File: config.mk
export PLATFORM = sky130hd
export DESIGN_NAME = bf16_div_seq
export DESIGN_NICKNAME = d
export VERILOG_FILES = /design/src/rtl/bf16_pkg.sv /design/src/rtl/bf16_div_special.sv /design/src/rtl/bf16_div_seq.sv
export SDC_FILE = /design/constraint.sdc
export NUM_CORES = 1
export LEC_CHECK = 0
export ABC_AREA = 0
export BUFFER_PORTS_ARGS = -buffer_cell sky130_fd_sc_hd__buf_2
export CAP_MARGIN = 40
export CORE_AREA = 2 2 97 76
export DETAILED_ROUTE_END_ITERATION = 7
export DIE_AREA = 0 0 99 78
export GPL_TIMING_DRIVEN = 0
export PLACE_DENSITY = 0.92
export SLEW_MARGIN = 30
export SYNTH_ARGS = -nofsm -noshare
export SYNTH_HDL_FRONTEND = slang
export SYNTH_SLANG_ARGS = --single-unit
File: constraint.sdc
create_clock -name clk -period 4.12 [get_ports clk]
set_input_delay 0.412 -clock clk [delete_from_list [all_inputs] [get_ports clk]]
set_output_delay 0.412 -clock clk [all_outputs]
set_load 0.005 [all_outputs]
File: src/rtl/bf16_pkg.sv
// Shared definitions for the sequential bfloat16 divider: FSM states, format
// constants, flag bit positions and small result-building helpers.
package bf16_pkg;

  typedef enum logic [1:0] {
    IDLE = 2'd0,
    DIV  = 2'd1,
    NORM = 2'd2,
    DONE = 2'd3
  } state_t;

  localparam int          BIAS    = 127;
  localparam logic [15:0] QNAN    = 16'h7FC0;
  localparam logic [7:0]  EXP_MAX = 8'hFF;

  // Bit positions inside flags = {invalid, div_by_zero, overflow, underflow}
  localparam int FLAG_INVALID     = 3;
  localparam int FLAG_DIV_BY_ZERO = 2;
  localparam int FLAG_OVERFLOW    = 1;
  localparam int FLAG_UNDERFLOW   = 0;

  function automatic logic [15:0] signed_inf(input logic sign);
    return {sign, EXP_MAX, 7'h00};
  endfunction

  function automatic logic [15:0] signed_zero(input logic sign);
    return {sign, 15'h0000};
  endfunction

endpackage

File: src/rtl/bf16_div_special.sv
// Combinational classifier for divider operands: detects zero/inf/NaN inputs
// and selects the short-circuit result and flags.
module bf16_div_special (
  input  logic [15:0] flp_a,
  input  logic [15:0] flp_b,
  output logic        is_special,
  output logic [15:0] spec_quot,
  output logic [3:0]  spec_flags
);
  import bf16_pkg::*;

  logic sign_s;
  logic a_zero_s;
  logic b_zero_s;
  logic a_nonfinite_s;
  logic b_nonfinite_s;

  assign sign_s        = flp_a[15] ^ flp_b[15];
  assign a_zero_s      = (flp_a[14:7] == 8'h00);
  assign b_zero_s      = (flp_b[14:7] == 8'h00);
  assign a_nonfinite_s = (flp_a[14:7] == EXP_MAX);
  assign b_nonfinite_s = (flp_b[14:7] == EXP_MAX);

  // Priority-ordered special result selection; mantissa of zero-exponent inputs is ignored
  always_comb begin
    is_special = 1'b0;
    spec_quot  = 16'h0000;
    spec_flags = 4'h0;
    if (a_nonfinite_s || b_nonfinite_s || (a_zero_s && b_zero_s)) begin
      is_special               = 1'b1;
      spec_quot                = QNAN;
      spec_flags[FLAG_INVALID] = 1'b1;
    end else if (b_zero_s) begin
      is_special                   = 1'b1;
      spec_quot                    = signed_inf(sign_s);
      spec_flags[FLAG_DIV_BY_ZERO] = 1'b1;
    end else if (a_zero_s) begin
      is_special = 1'b1;
      spec_quot  = signed_zero(sign_s);
    end else begin
      is_special = 1'b0;
    end
  end

endmodule

File: src/rtl/bf16_div_seq.sv
// Sequential bfloat16 divider: restoring mantissa division one quotient bit
// per cycle, truncating normalisation, flush-to-zero and saturate-to-inf.
module bf16_div_seq #(
  parameter int BIAS = bf16_pkg::BIAS,
  parameter int ITER = 9
) (
  input  logic        clk,
  input  logic        rst,
  input  logic        in_valid,
  output logic        in_ready,
  input  logic [15:0] flp_a,
  input  logic [15:0] flp_b,
  output logic        out_valid,
  input  logic        out_ready,
  output logic [15:0] quot,
  output logic [3:0]  flags
);
  import bf16_pkg::*;

  localparam logic signed [9:0] BIAS_S  = 10'(BIAS);
  localparam logic [3:0]        ITER_M1 = 4'(ITER - 1);

  state_t              state_r;
  state_t              state_nxt_s;
  logic                in_ready_r;
  logic                out_valid_r;
  logic                accept_s;
  logic                step_s;
  logic                norm_s;

  logic                sign_r;
  logic signed [9:0]   exp_tmp_r;
  logic [6:0]          mb_r;
  logic [8:0]          rem_r;
  logic [8:0]          q_r;
  logic [3:0]          cnt_r;
  logic [15:0]         quot_r;
  logic [3:0]          flags_r;

  logic                is_special_s;
  logic [15:0]         spec_quot_s;
  logic [3:0]          spec_flags_s;
  logic signed [9:0]   exp_calc_s;
  logic [8:0]          divisor_s;
  logic                ge_s;
  logic [7:0]          diff_s;
  logic [8:0]          rem_nxt_s;
  logic signed [9:0]   exp_adj_s;
  logic [6:0]          mant_s;
  logic [15:0]         norm_quot_s;
  logic [3:0]          norm_flags_s;

  bf16_div_special u_special (
    .flp_a      (flp_a),
    .flp_b      (flp_b),
    .is_special (is_special_s),
    .spec_quot  (spec_quot_s),
    .spec_flags (spec_flags_s)
  );

  assign exp_calc_s = $signed({2'b00, flp_a[14:7]}) - $signed({2'b00, flp_b[14:7]}) + BIAS_S;

  // Restoring step: remainder stays below twice the divisor, so 9 bits suffice
  assign divisor_s = {2'b01, mb_r};
  assign ge_s      = (rem_r >= divisor_s);
  assign diff_s    = rem_r[7:0] - divisor_s[7:0];
  assign rem_nxt_s = ge_s ? {diff_s, 1'b0} : {rem_r[7:0], 1'b0};

  // State register with registered handshake outputs derived from the next state
  always_ff @(posedge clk) begin
    if (rst) begin
      state_r     <= IDLE;
      in_ready_r  <= 1'b1;
      out_valid_r <= 1'b0;
    end else begin
      state_r     <= state_nxt_s;
      in_ready_r  <= (state_nxt_s == IDLE);
      out_valid_r <= (state_nxt_s == DONE);
    end
  end

  // Next-state logic
  always_comb begin
    state_nxt_s = state_r;
    case (state_r)
      IDLE: begin
        if (in_valid) begin
          if (is_special_s) begin
            state_nxt_s = DONE;
          end else begin
            state_nxt_s = DIV;
          end
        end else begin
          state_nxt_s = IDLE;
        end
      end
      DIV: begin
        if (cnt_r == ITER_M1) begin
          state_nxt_s = NORM;
        end else begin
          state_nxt_s = DIV;
        end
      end
      NORM: state_nxt_s = DONE;
      DONE: begin
        if (out_ready) begin
          state_nxt_s = IDLE;
        end else begin
          state_nxt_s = DONE;
        end
      end
      default: state_nxt_s = IDLE;
    endcase
  end

  // Output decode: datapath enables per state
  always_comb begin
    accept_s = 1'b0;
    step_s   = 1'b0;
    norm_s   = 1'b0;
    case (state_r)
      IDLE:    accept_s = in_valid;
      DIV:     step_s   = 1'b1;
      NORM:    norm_s   = 1'b1;
      DONE:    accept_s = 1'b0;
      default: accept_s = 1'b0;
    endcase
  end

  // Normalise the 9-bit quotient (truncating) and apply exponent range limits
  always_comb begin
    norm_quot_s  = 16'h0000;
    norm_flags_s = 4'h0;
    if (q_r[8]) begin
      exp_adj_s = exp_tmp_r;
      mant_s    = q_r[7:1];
    end else begin
      exp_adj_s = exp_tmp_r - 10'sd1;
      mant_s    = q_r[6:0];
    end
    if (exp_adj_s >= 10'sd255) begin
      norm_quot_s                 = signed_inf(sign_r);
      norm_flags_s[FLAG_OVERFLOW] = 1'b1;
    end else if (exp_adj_s <= 10'sd0) begin
      norm_quot_s                  = signed_zero(sign_r);
      norm_flags_s[FLAG_UNDERFLOW] = 1'b1;
    end else begin
      norm_quot_s = {sign_r, exp_adj_s[7:0], mant_s};
    end
  end

  // Datapath registers: operand capture, division steps, result update
  always_ff @(posedge clk) begin
    if (rst) begin
      sign_r    <= 1'b0;
      exp_tmp_r <= 10'sd0;
      mb_r      <= 7'h00;
      rem_r     <= 9'h000;
      q_r       <= 9'h000;
      cnt_r     <= 4'd0;
      quot_r    <= 16'h0000;
      flags_r   <= 4'h0;
    end else if (accept_s) begin
      sign_r    <= flp_a[15] ^ flp_b[15];
      exp_tmp_r <= exp_calc_s;
      mb_r      <= flp_b[6:0];
      rem_r     <= {2'b01, flp_a[6:0]};
      q_r       <= 9'h000;
      cnt_r     <= 4'd0;
      if (is_special_s) begin
        quot_r  <= spec_quot_s;
        flags_r <= spec_flags_s;
      end else begin
        flags_r <= 4'h0;
      end
    end else if (step_s) begin
      q_r   <= {q_r[7:0], ge_s};
      rem_r <= rem_nxt_s;
      cnt_r <= cnt_r + 4'd1;
    end else if (norm_s) begin
      exp_tmp_r <= exp_adj_s;
      quot_r    <= norm_quot_s;
      flags_r   <= norm_flags_s;
    end
  end

  assign in_ready  = in_ready_r;
  assign out_valid = out_valid_r;
  assign quot      = quot_r;
  assign flags     = flags_r;

endmodule

==> results.cfg, run 1 <==
[critical_path]
end_kind = register
path_class = reg -> reg
cp_slowest_stage_delay_ps = 520
crit_fanout = 9
timing.critical_path.arrival_ps = 2930
required_ps = 4400
start_kind = register
crit_chain = buf_4 -> inv_1 -> ha_1 -> nor3b_1 -> nand3_1 -> xor2_1 -> o41ai_2 -> nor3_2 -> nand3b_4 -> o22ai_2
critPathSlowestCell = nor3b_1

[yosys]
synth_edf_count = 0
synth-async-reset-ratio = 0
yosys.area.top_type = dfxtp_1
syn_area_um2 = 3940
synth.area.top_cells = dfxtp_1, nand2_1, ha_1
ys.flop_type = dfxtp_1
synth_nets = 549
yosysSeqAreaShare = 0.325
synth_cells = 492
synth_cell_types = 70
ys_ff_latch = 64
avgSynthCellArea_um2 = 8.01
yosysWarnings = 0
synth_top_area_frac = 0.325

[clock_network]
cts-hold-fix-buffers = 0
insertion_delay_ps = 360
clockBufferDepth = 2
cts_resized = 0
clk_pin_slew_ps = 80
cts-root-buf = clkbuf_8
clock-sinks = 64
numCtsBuffers = 9
tritoncts = built
cts_setup_buffers = 0
htree_num_levels = 3

[sta]
tns_ps = 0
finalSetupViolations = 0
fmax_ghz = 0.376
rsz0062_at_grt = no
min_period_ps = 2660
setup_ws_ps = 1460
fin_skew_ps = 9.40
post-route-period-util = 0.645
slew_headroom = 0.529
hold_viol_final = 0
slew_violations = 0
worst_pin_slew_ps = 706

[final_layout]
stdcell_count = 649
diodes = 0
fill_cells = 526
syn2layout_area_growth_pct = 14.3
drive_above_1_share = 0.172
num-nets-final = 617

[grt]
grt_max_degree = 13
grt_first_pass_wirelength_um = 17800
grt_antenna_before_repair = 0
grt_most_used_layer = met2
grt_pass1_vias = 3848
use_met1 = 0.364
grt_use_total = 0.287
met3_usage = 0.0568
gr-total-overflow = 0
grt_use_met2 = 0.490

[floorplanning]
start_util = 0.591
coreArea_um2 = 6670
dieArea_um2 = 7720
io_pins = 58
die_h_um = 78
rows = 26
die_x_um = 99

[drt]
first_pass_iters = 6
drt-wirelength-per-cell_um = 16.5
vias = 3999
vias_per_cell = 6.16
wl_um = 10700
drtIter0Drc = 378
drc = 0
antenna_left = 0

[placed_design]
place.gp.congestion = 0.914
dp_hpwl_um = 8200
port_buffers = 57
placed_cells = 633
pre_cts_ws_ps = 1210

[run_status]
status = complete, no violations

[power]
leakage_nw = 1.78
power.density_nw_per_um2 = 395
vdd_drop_max_uv = 272

[worst_hold_path]
hold_class = in -> reg

[run]
cap_violations = 0
==> worst max-delay path: cells and delay by family, from the launching register on <==
| kind | cells | cell delay, ps |
|---|---|---|
| buffers and inverters | 2 | 240 |
| AO/OA/AOI/OAI | 2 | 340 |
| adder cells (fa/ha/maj) | 1 | 220 |
| AND/OR/NAND/NOR | 4 | 1050 |
| flip-flops | 1 | 300 |
| XOR/XNOR | 1 | 420 |
==> layout by cell type (no fill, tap or decap), drive strengths merged, types with 13 or more instances in the layout <==
| master | instances |
|---|---|
| nand2 | 68 |
| dfxtp | 64 |
| buf | 64 |
| a21oi | 47 |
| nor2 | 46 |
| inv | 31 |
| clkbuf | 25 |
| ha | 19 |
| xnor2 | 13 |
| xor2 | 13 |
| nor3 | 13 |
==> layer usage <==
layer / vias up / wire length (µm)
li1: 1897 / -
met5: - / 0
met2: 208 / 5070
met3: 28 / 886
met4: 0 / 208
met1: 1866 / 4550
==> cell usage after synthesis, drive strengths merged (7+ instances only) <==
cell,count
xor2,13
buf,7
o21ai,12
nand2,68
clkbuf,16
nor3,13
ha,19
dfxtp,64
o22ai,7
or3,8
xnor2,13
nor4,9
nand4,8
nand3,10
inv,30
nor2,46
a21oi,47
mux2i,7
nor2b,7
==> cell type report <==
| cell class | count | area [µm²] | area share |
|---|---|---|---|
| timing repair buffer | 57 | 285 | 0.0634 |
| clock inverter | 7 | 47.5 | 0.0106 |
| sequential | 64 | 1280 | 0.285 |
| inverter | 30 | 113 | 0.0250 |
| tap | 84 | 105 | 0.0234 |
| buffer | 23 | 101 | 0.0225 |
| clock buffer | 9 | 124 | 0.0275 |
| multi-input combinational | 375 | 2440 | 0.543 |
==> where the power goes <==
part / total [W] / switching (W) / internal [W]
clock: 0.000487 / 0.000269 / 0.000218
sequential: 0.000698 / 0.0000384 / 0.000659
combinational: 0.000593 / 0.000359 / 0.000235
==> cells by family (layout without fill, tap and decap cells) <==
kind of cell               after synthesis  in the layout  share of synthesized area
AOI/OAI and AO/OA                      126            126                      0.217
xor gates and xnor gates                26             26                     0.0578
adders and majority gates               21             21                     0.0705
buffers and inverters                   53            126                     0.0543
DFF                                     64             64                      0.325
muxes                                   11             11                     0.0292
and+or+nand+nor                        191            191                      0.246
==> worst paths after layout <==
check / startpoint / to / slack, ps / cells past startpoint
max: exp_tmp_r[0]$_SDFFE_PP0P_ / quot[6]$_SDFFE_PP0P_ / 1460 / 10
min reg2reg: mb_r[4]$_SDFFE_PP0P_ / mb_r[4]$_SDFFE_PP0P_ / 460 / 2
max reg2reg: exp_tmp_r[0]$_SDFFE_PP0P_ / quot[6]$_SDFFE_PP0P_ / 1460 / 10
min: flp_b[1] / mb_r[1]$_SDFFE_PP0P_ / 300 / 3
==> state kept, by name, indices dropped and copies added, names as in the netlist <==
register,flops
cnt_r,4
exp_tmp_r,10
flags,4
in_ready,1
mb_r,7
out_valid,1
q_r,9
quot,16
rem_r,9
sign_r,1
state_r,2
==> per-stage QoR <==
step                utilization  instance area (µm²)  hold WS [ps]  total power [W]
floorplan                     -                 3940           436          0.00114
global placement          0.649                 4330           443          0.00126
detailed placement        0.649                 4330           446          0.00129
CTS                       0.675                 4500           291          0.00176
global route              0.675                 4500           300          0.00186
finish                    0.675                 4500           296          0.00178
Power figures use the tool's default switching activity.
==> run 2, diff against run 1 <==
--- a/config.mk
+++ b/config.mk
@@ -5,14 +5,14 @@
 export SDC_FILE = /design/constraint.sdc
 export NUM_CORES = 1
 export LEC_CHECK = 0
-export ABC_AREA = 0
+export ABC_AREA = 1
 export BUFFER_PORTS_ARGS = -buffer_cell sky130_fd_sc_hd__buf_2
 export CAP_MARGIN = 40
-export CORE_AREA = 2 2 97 76
+export CORE_AREA = 2 2 101 79
 export DETAILED_ROUTE_END_ITERATION = 7
-export DIE_AREA = 0 0 99 78
+export DIE_AREA = 0 0 103 81
 export GPL_TIMING_DRIVEN = 0
-export PLACE_DENSITY = 0.92
+export PLACE_DENSITY = 0.9
 export SLEW_MARGIN = 30
 export SYNTH_ARGS = -nofsm -noshare
 export SYNTH_HDL_FRONTEND = slang
==> constraint.sdc (replaced) <==
create_clock -name clk -period 2.75 [get_ports clk]
set_input_delay 0.275 -clock clk [delete_from_list [all_inputs] [get_ports clk]]
set_output_delay 0.275 -clock clk [all_outputs]
set_load 0.005 [all_outputs]
==> run 2 against run 1 <==
Via count grew 14%. Routed wire length is 6.9% higher. Synthesized cell count increased by 33%. Setup slack worse by 980 ps. Register-to-register slack lost 980 ps. Utilization decreased by 3.2 points. Non-clock buffer count shrank 6. Clock skew rose by 7.5 ps.
==> results.cfg, run 2 <==
[floorplanning]
die_x_um = 103
rows = 28
die_h_um = 81
start_util = 0.555
dieArea_um2 = 8340
coreArea_um2 = 7500
io_pins = 58

[sta]
finalSetupViolations = 0
tns_ps = 0
post-route-period-util = 0.823
slew_violations = 0
fin_skew_ps = 16.9
setup_ws_ps = 486
hold_viol_final = 0
fmax_ghz = 0.442
min_period_ps = 2260
slew_headroom = 0.622
rsz0062_at_grt = no
worst_pin_slew_ps = 566

[drt]
wl_um = 11400
drc = 0
vias = 4577
drtIter0Drc = 415
drt-wirelength-per-cell_um = 13.8
antenna_left = 0
first_pass_iters = 5
vias_per_cell = 5.51

[clock_network]
clock-sinks = 64
insertion_delay_ps = 360
tritoncts = built
cts-root-buf = clkbuf_8
cts-hold-fix-buffers = 0
htree_num_levels = 3
cts_resized = 0
cts_setup_buffers = 0
clk_pin_slew_ps = 80
clockBufferDepth = 2
numCtsBuffers = 9

[yosys]
synth_cell_types = 36
syn_area_um2 = 4160
synthTopCellsByCount = nand2_1, inv_1, dfxtp_1, nand3_1, nor2_1
synth_cells = 653
ys.flop_type = dfxtp_1
avgSynthCellArea_um2 = 6.37
yosysWarnings = 0
synth_nets = 710
yosysSeqAreaShare = 0.308
synth_edf_count = 0
synth.area.top_cells = dfxtp_1, nand2_1, inv_1
yosys.area.top_type = dfxtp_1
ys_ff_latch = 64
synth_top_area_frac = 0.308
yosysMostFrequentCell = nand2_1
synth-async-reset-ratio = 0

[critical_path]
path_class = reg -> reg
rrSetupSlack_ps = 490
ff2ff_path_depth = 13
required_ps = 3050
crit_fanout = 9
start_kind = register
end_kind = register
timing.critical_path.arrival_ps = 2570

[grt]
grt_first_pass_wirelength_um = 18600
grt_antenna_before_repair = 0
grt_pass1_vias = 4123
grt_use_total = 0.284
gr-total-overflow = 0
grt_max_degree = 14

[placed_design]
pre_cts_ws_ps = 380
port_buffers = 56
place.gp.congestion = 0.928
post_dp_cell_area_um2 = 4570
dp_hpwl_um = 8760
placed_cells = 814

[final_layout]
final_cell_mix = nand2_1, inv_1, nand3_1, nor2_1, dfxtp_1
largest_reg_flops = 16
syn2layout_area_growth_pct = 15.9
final_area_um2 = 4820
drive_above_1_share = 0.138
stdcell_count = 830
num-nets-final = 777
fill_cells = 684
multi_input_area_um2 = 2410
seq_area_um2 = 1280
diodes = 0
final_common_cell = nand2_1

[power]
power.density_nw_per_um2 = 622
vdd_drop_max_uv = 346
leakage_nw = 2.40

[worst_hold_path]
hold_depth = 3
hold_class = in -> reg

[run]
cap_violations = 0

[run_status]
status = complete, no violations
-- run 2: worst paths after layout --
kind                                             from                     to
worst max-delay path             mb_r[4]$_SDFFE_PP0P_  rem_r[6]$_SDFFE_PP0P_
worst min-delay path                         flp_b[0]   mb_r[0]$_SDFFE_PP0P_
worst max register to register   mb_r[4]$_SDFFE_PP0P_  rem_r[6]$_SDFFE_PP0P_
worst min register to register  rem_r[0]$_SDFFE_PP0P_  rem_r[0]$_SDFFE_PP0P_
-- run 2: worst max-delay path, cell delays in order (launching register included) --
cell and delay, ps:
dfxtp_1 330, inv_1 60, ha_1 370, a21oi_1 190, o21ai_0 100, a21oi_1 230, nor2_1 90, nand2_1 220
nand2_2 180, nor2_1 200, nand2_1 70, nand2_1 70, nand2_1 50, inv_1 60
-- run 2: logic make-up after synthesis --
logic type                 count (synthesis)  synth area share
xor gates and xnor gates                   9            0.0190
adders and majority gates                 21            0.0668
DFF                                       64             0.308
and+or+nand+nor                          324             0.349
buffers and inverters                    122             0.112
AOI/OAI and AO/OA                        113             0.145
-- run 2: final cells by class --
class,count,area share
flip-flops and latches,64,0.266
inverters,104,0.0810
clock buffers,9,0.0257
repair buffers,56,0.0582
clock inverters,7,0.0260
plain buffers,18,0.0156
multi-input cells,467,0.500
well taps,105,0.0273
-- run 2: routing by layer --
metal	vias to the layer above	wire length, µm	track usage
li1	2237	-	-
met1	2093	4880	0.373
met2	218	5270	0.453
met3	29	1080	0.0757
met4	0	213	0.0961
met5	-	0	0
-- run 2: power by group --
| group | leakage [nW] | internal (W) | switching [W] | total (W) |
|---|---|---|---|---|
| sequential | 0.525 | 0.000996 | 0.0000465 | 0.00104 |
| combinational | 1.75 | 0.000320 | 0.000599 | 0.000919 |
| clock | 0.125 | 0.000613 | 0.000421 | 0.00103 |
| total | 2.40 | 0.00193 | 0.00107 | 0.00300 |
-- run 2: metrics by stage --
stage | hold WS [ps] | total power, W | utilization
after floorplan | 410 | 0.00172 | -
after global placement | 454 | 0.00191 | 0.609
after detailed placement | 459 | 0.00195 | 0.609
after CTS | 160 | 0.00298 | 0.643
after global routing | 181 | 0.00316 | 0.643
final | 172 | 0.00300 | 0.643
==> run 3, diff against run 2 <==
--- a/config.mk
+++ b/config.mk
@@ -5,14 +5,14 @@
 export SDC_FILE = /design/constraint.sdc
 export NUM_CORES = 1
 export LEC_CHECK = 0
-export ABC_AREA = 1
+export ABC_AREA = 0
 export BUFFER_PORTS_ARGS = -buffer_cell sky130_fd_sc_hd__buf_2
 export CAP_MARGIN = 40
-export CORE_AREA = 2 2 101 79
+export CORE_AREA = 2 2 104 81
 export DETAILED_ROUTE_END_ITERATION = 7
-export DIE_AREA = 0 0 103 81
+export DIE_AREA = 0 0 106 83
 export GPL_TIMING_DRIVEN = 0
-export PLACE_DENSITY = 0.9
+export PLACE_DENSITY = 0.86
 export SLEW_MARGIN = 30
 export SYNTH_ARGS = -nofsm -noshare
 export SYNTH_HDL_FRONTEND = slang
==> constraint.sdc (replaced) <==
create_clock -name clk -period 2 [get_ports clk]
set_input_delay 0.2 -clock clk [delete_from_list [all_inputs] [get_ports clk]]
set_output_delay 0.2 -clock clk [all_outputs]
set_load 0.005 [all_outputs]
==> run 3 against run 2 <==
The run now ends with setup timing left. Combinational power increased by 120%. Critical path depth decreased by 4. Total power increased by 52%. Routed wire length increased by 22%. Fmax increased by 0.49%. Setup slack got worse by 740 ps. Cell count decreased by 14%. Die area increased by 5.5%. Global-route usage decreased by 1.2 points. Clock power about the same. Clock skew decreased by 8.4 ps. Non-clock buffer count increased by 46.
==> results.cfg, run 3 (synthesis results as in run 1) <==
[drt]
route.met3.wl_um = 1300
drtIter0Drc = 489
first_pass_iters = 6
drt-wirelength-per-cell_um = 19.7
top_layer = met4
vias_per_cell = 6.29
dr_wl_met2_um = 6720
wl_met1_um = 5290
drc = 0
antenna_left = 0
vias = 4465
wl_um = 14000

[final_layout]
final_cell_mix = nand2_1, buf_2, dfxtp_1, a21oi_1, buf_4
largest_reg_flops = 16
syn2layout_area_growth_pct = 41.5
diodes = 0
final_area_um2 = 5570
drive_above_1_share = 0.412
post-route-util = 0.720
fill_cells = 513
num-nets-final = 657
final_common_cell = nand2_1

[grt]
gr-total-overflow = 0
grt_max_degree = 13
grt_pass1_vias = 4023
grt_use_total = 0.271
grt_antenna_before_repair = 0
grt_first_pass_wirelength_um = 19300

[sta]
fmax_ghz = 0.444
whs_ps = 76.7
post-route-period-util = 1.13
hold_viol_final = 0
setup_ws_ps = -253
finalSetupViolations = 23
rsz0062_at_grt = yes
min_period_ps = 2250
slew_headroom = 0.491
fin_skew_ps = 8.49
worst_pin_slew_ps = 764
slew_violations = 0

[floorplanning]
start_util = 0.509
coreArea_um2 = 7740
dieArea_um2 = 8800
die_x_um = 106
die_h_um = 83
rows = 28
io_pins = 58

[power]
vdd_drop_max_uv = 438
p_int_w = 0.00279
power.density_nw_per_um2 = 818
seqPwrFrac = 0.324
p_comb_frac = 0.445
leakage_nw = 2.19
power.total_w = 0.00456
clock_power_share = 0.230
netSwitchingFraction = 0.387
switching_power_w = 0.00177

[clock_network]
numCtsBuffers = 9
clock-sinks = 64
clockBufferDepth = 2
insertion_delay_ps = 350
clk_pin_slew_ps = 80
cts-hold-fix-buffers = 0
htree_num_levels = 3
cts-root-buf = clkbuf_8
tritoncts = built

[placed_design]
place.gp.congestion = 0.912
post_dp_cell_area_um2 = 4470
pre_cts_ws_ps = -575
port_buffers = 57
dp_hpwl_um = 8010

[critical_path]
end_kind = register
cp_top_family = simple AND/OR/NAND/NOR gates
start_kind = register
path_class = reg -> reg
crit_chain = inv_4 -> ha_4 -> nor4b_4 -> xor2_2 -> nand3_2 -> o41ai_4 -> nor3_4 -> nand3b_4 -> o22ai_2
required_ps = 2210
crit_buf_inv = 1
crit_fanout = 7
cp_slowest_stage_delay_ps = 460
timing.critical_path.arrival_ps = 2470
critPathSlowestCell = o41ai_4

[run_status]
violations = setup timing
status = finished with violations

[worst_hold_path]
hold_class = in -> reg

[run]
cap_violations = 0
run 3: layout make-up:
class                      count  area, µm²  area share
tap                          105        131      0.0236
inverter                      30        133      0.0238
clock inverter                 6       43.8     0.00786
buffer                        20        104      0.0186
timing repair buffer         100        666       0.119
multi-input combinational    375       3050       0.548
clock buffer                  10        138      0.0247
sequential                    64       1300       0.234
run 3: worst paths after layout:
| path | from | to | slack, ps | cells past startpoint |
|---|---|---|---|---|
| max | exp_tmp_r[1]$_SDFFE_PP0P_ | quot[6]$_SDFFE_PP0P_ | -250 | 9 |
| max reg2reg | exp_tmp_r[1]$_SDFFE_PP0P_ | quot[6]$_SDFFE_PP0P_ | -250 | 9 |
| min reg2reg | mb_r[5]$_SDFFE_PP0P_ | mb_r[5]$_SDFFE_PP0P_ | 450 | 2 |
| min | flp_b[1] | mb_r[1]$_SDFFE_PP0P_ | 80 | 3 |
run 3: through the flow:
stage               instances  TNS (ps)
floorplan                 492      -857
global placement          654     -7290
detailed placement        654    -10890
CTS                       691     -1660
global route              710     -6170
finish                    710     -4130
run 3: tightest hold or removal path, delay by kind of cell:
| family | cells | cell delay [ps] |
|---|---|---|
| buf+inv | 1 | 90 |
| simple gates | 1 | 40 |
| compound gates | 1 | 50 |
run 3: per-layer routing:
| metal | GRT usage | vias up |
|---|---|---|
| met5 | 0 | - |
| met1 | 0.337 | 2081 |
| met4 | 0.0849 | 0 |
| li1 | - | 1975 |
| met3 | 0.0769 | 81 |
| met2 | 0.456 | 328 |
run 3: power by group through the flow:
stage	Clock (W)	Combinational, W	Sequential [W]
floorplan	0	0.000967	0.00145
global placement	0	0.00121	0.00146
detailed placement	0	0.00127	0.00146
CTS	0.00104	0.00154	0.00145
global route	0.00111	0.00214	0.00149
finish	0.00105	0.00203	0.00148
run 3: what timing repair did:
| action | in CTS | in global routing |
|---|---|---|
| pin swaps | 30 | 47 |
| setup buffers | 25 | 21 |
| endpoints found under the setup margin | 43 | 47 |
| resized for setup | 60 | 90 |
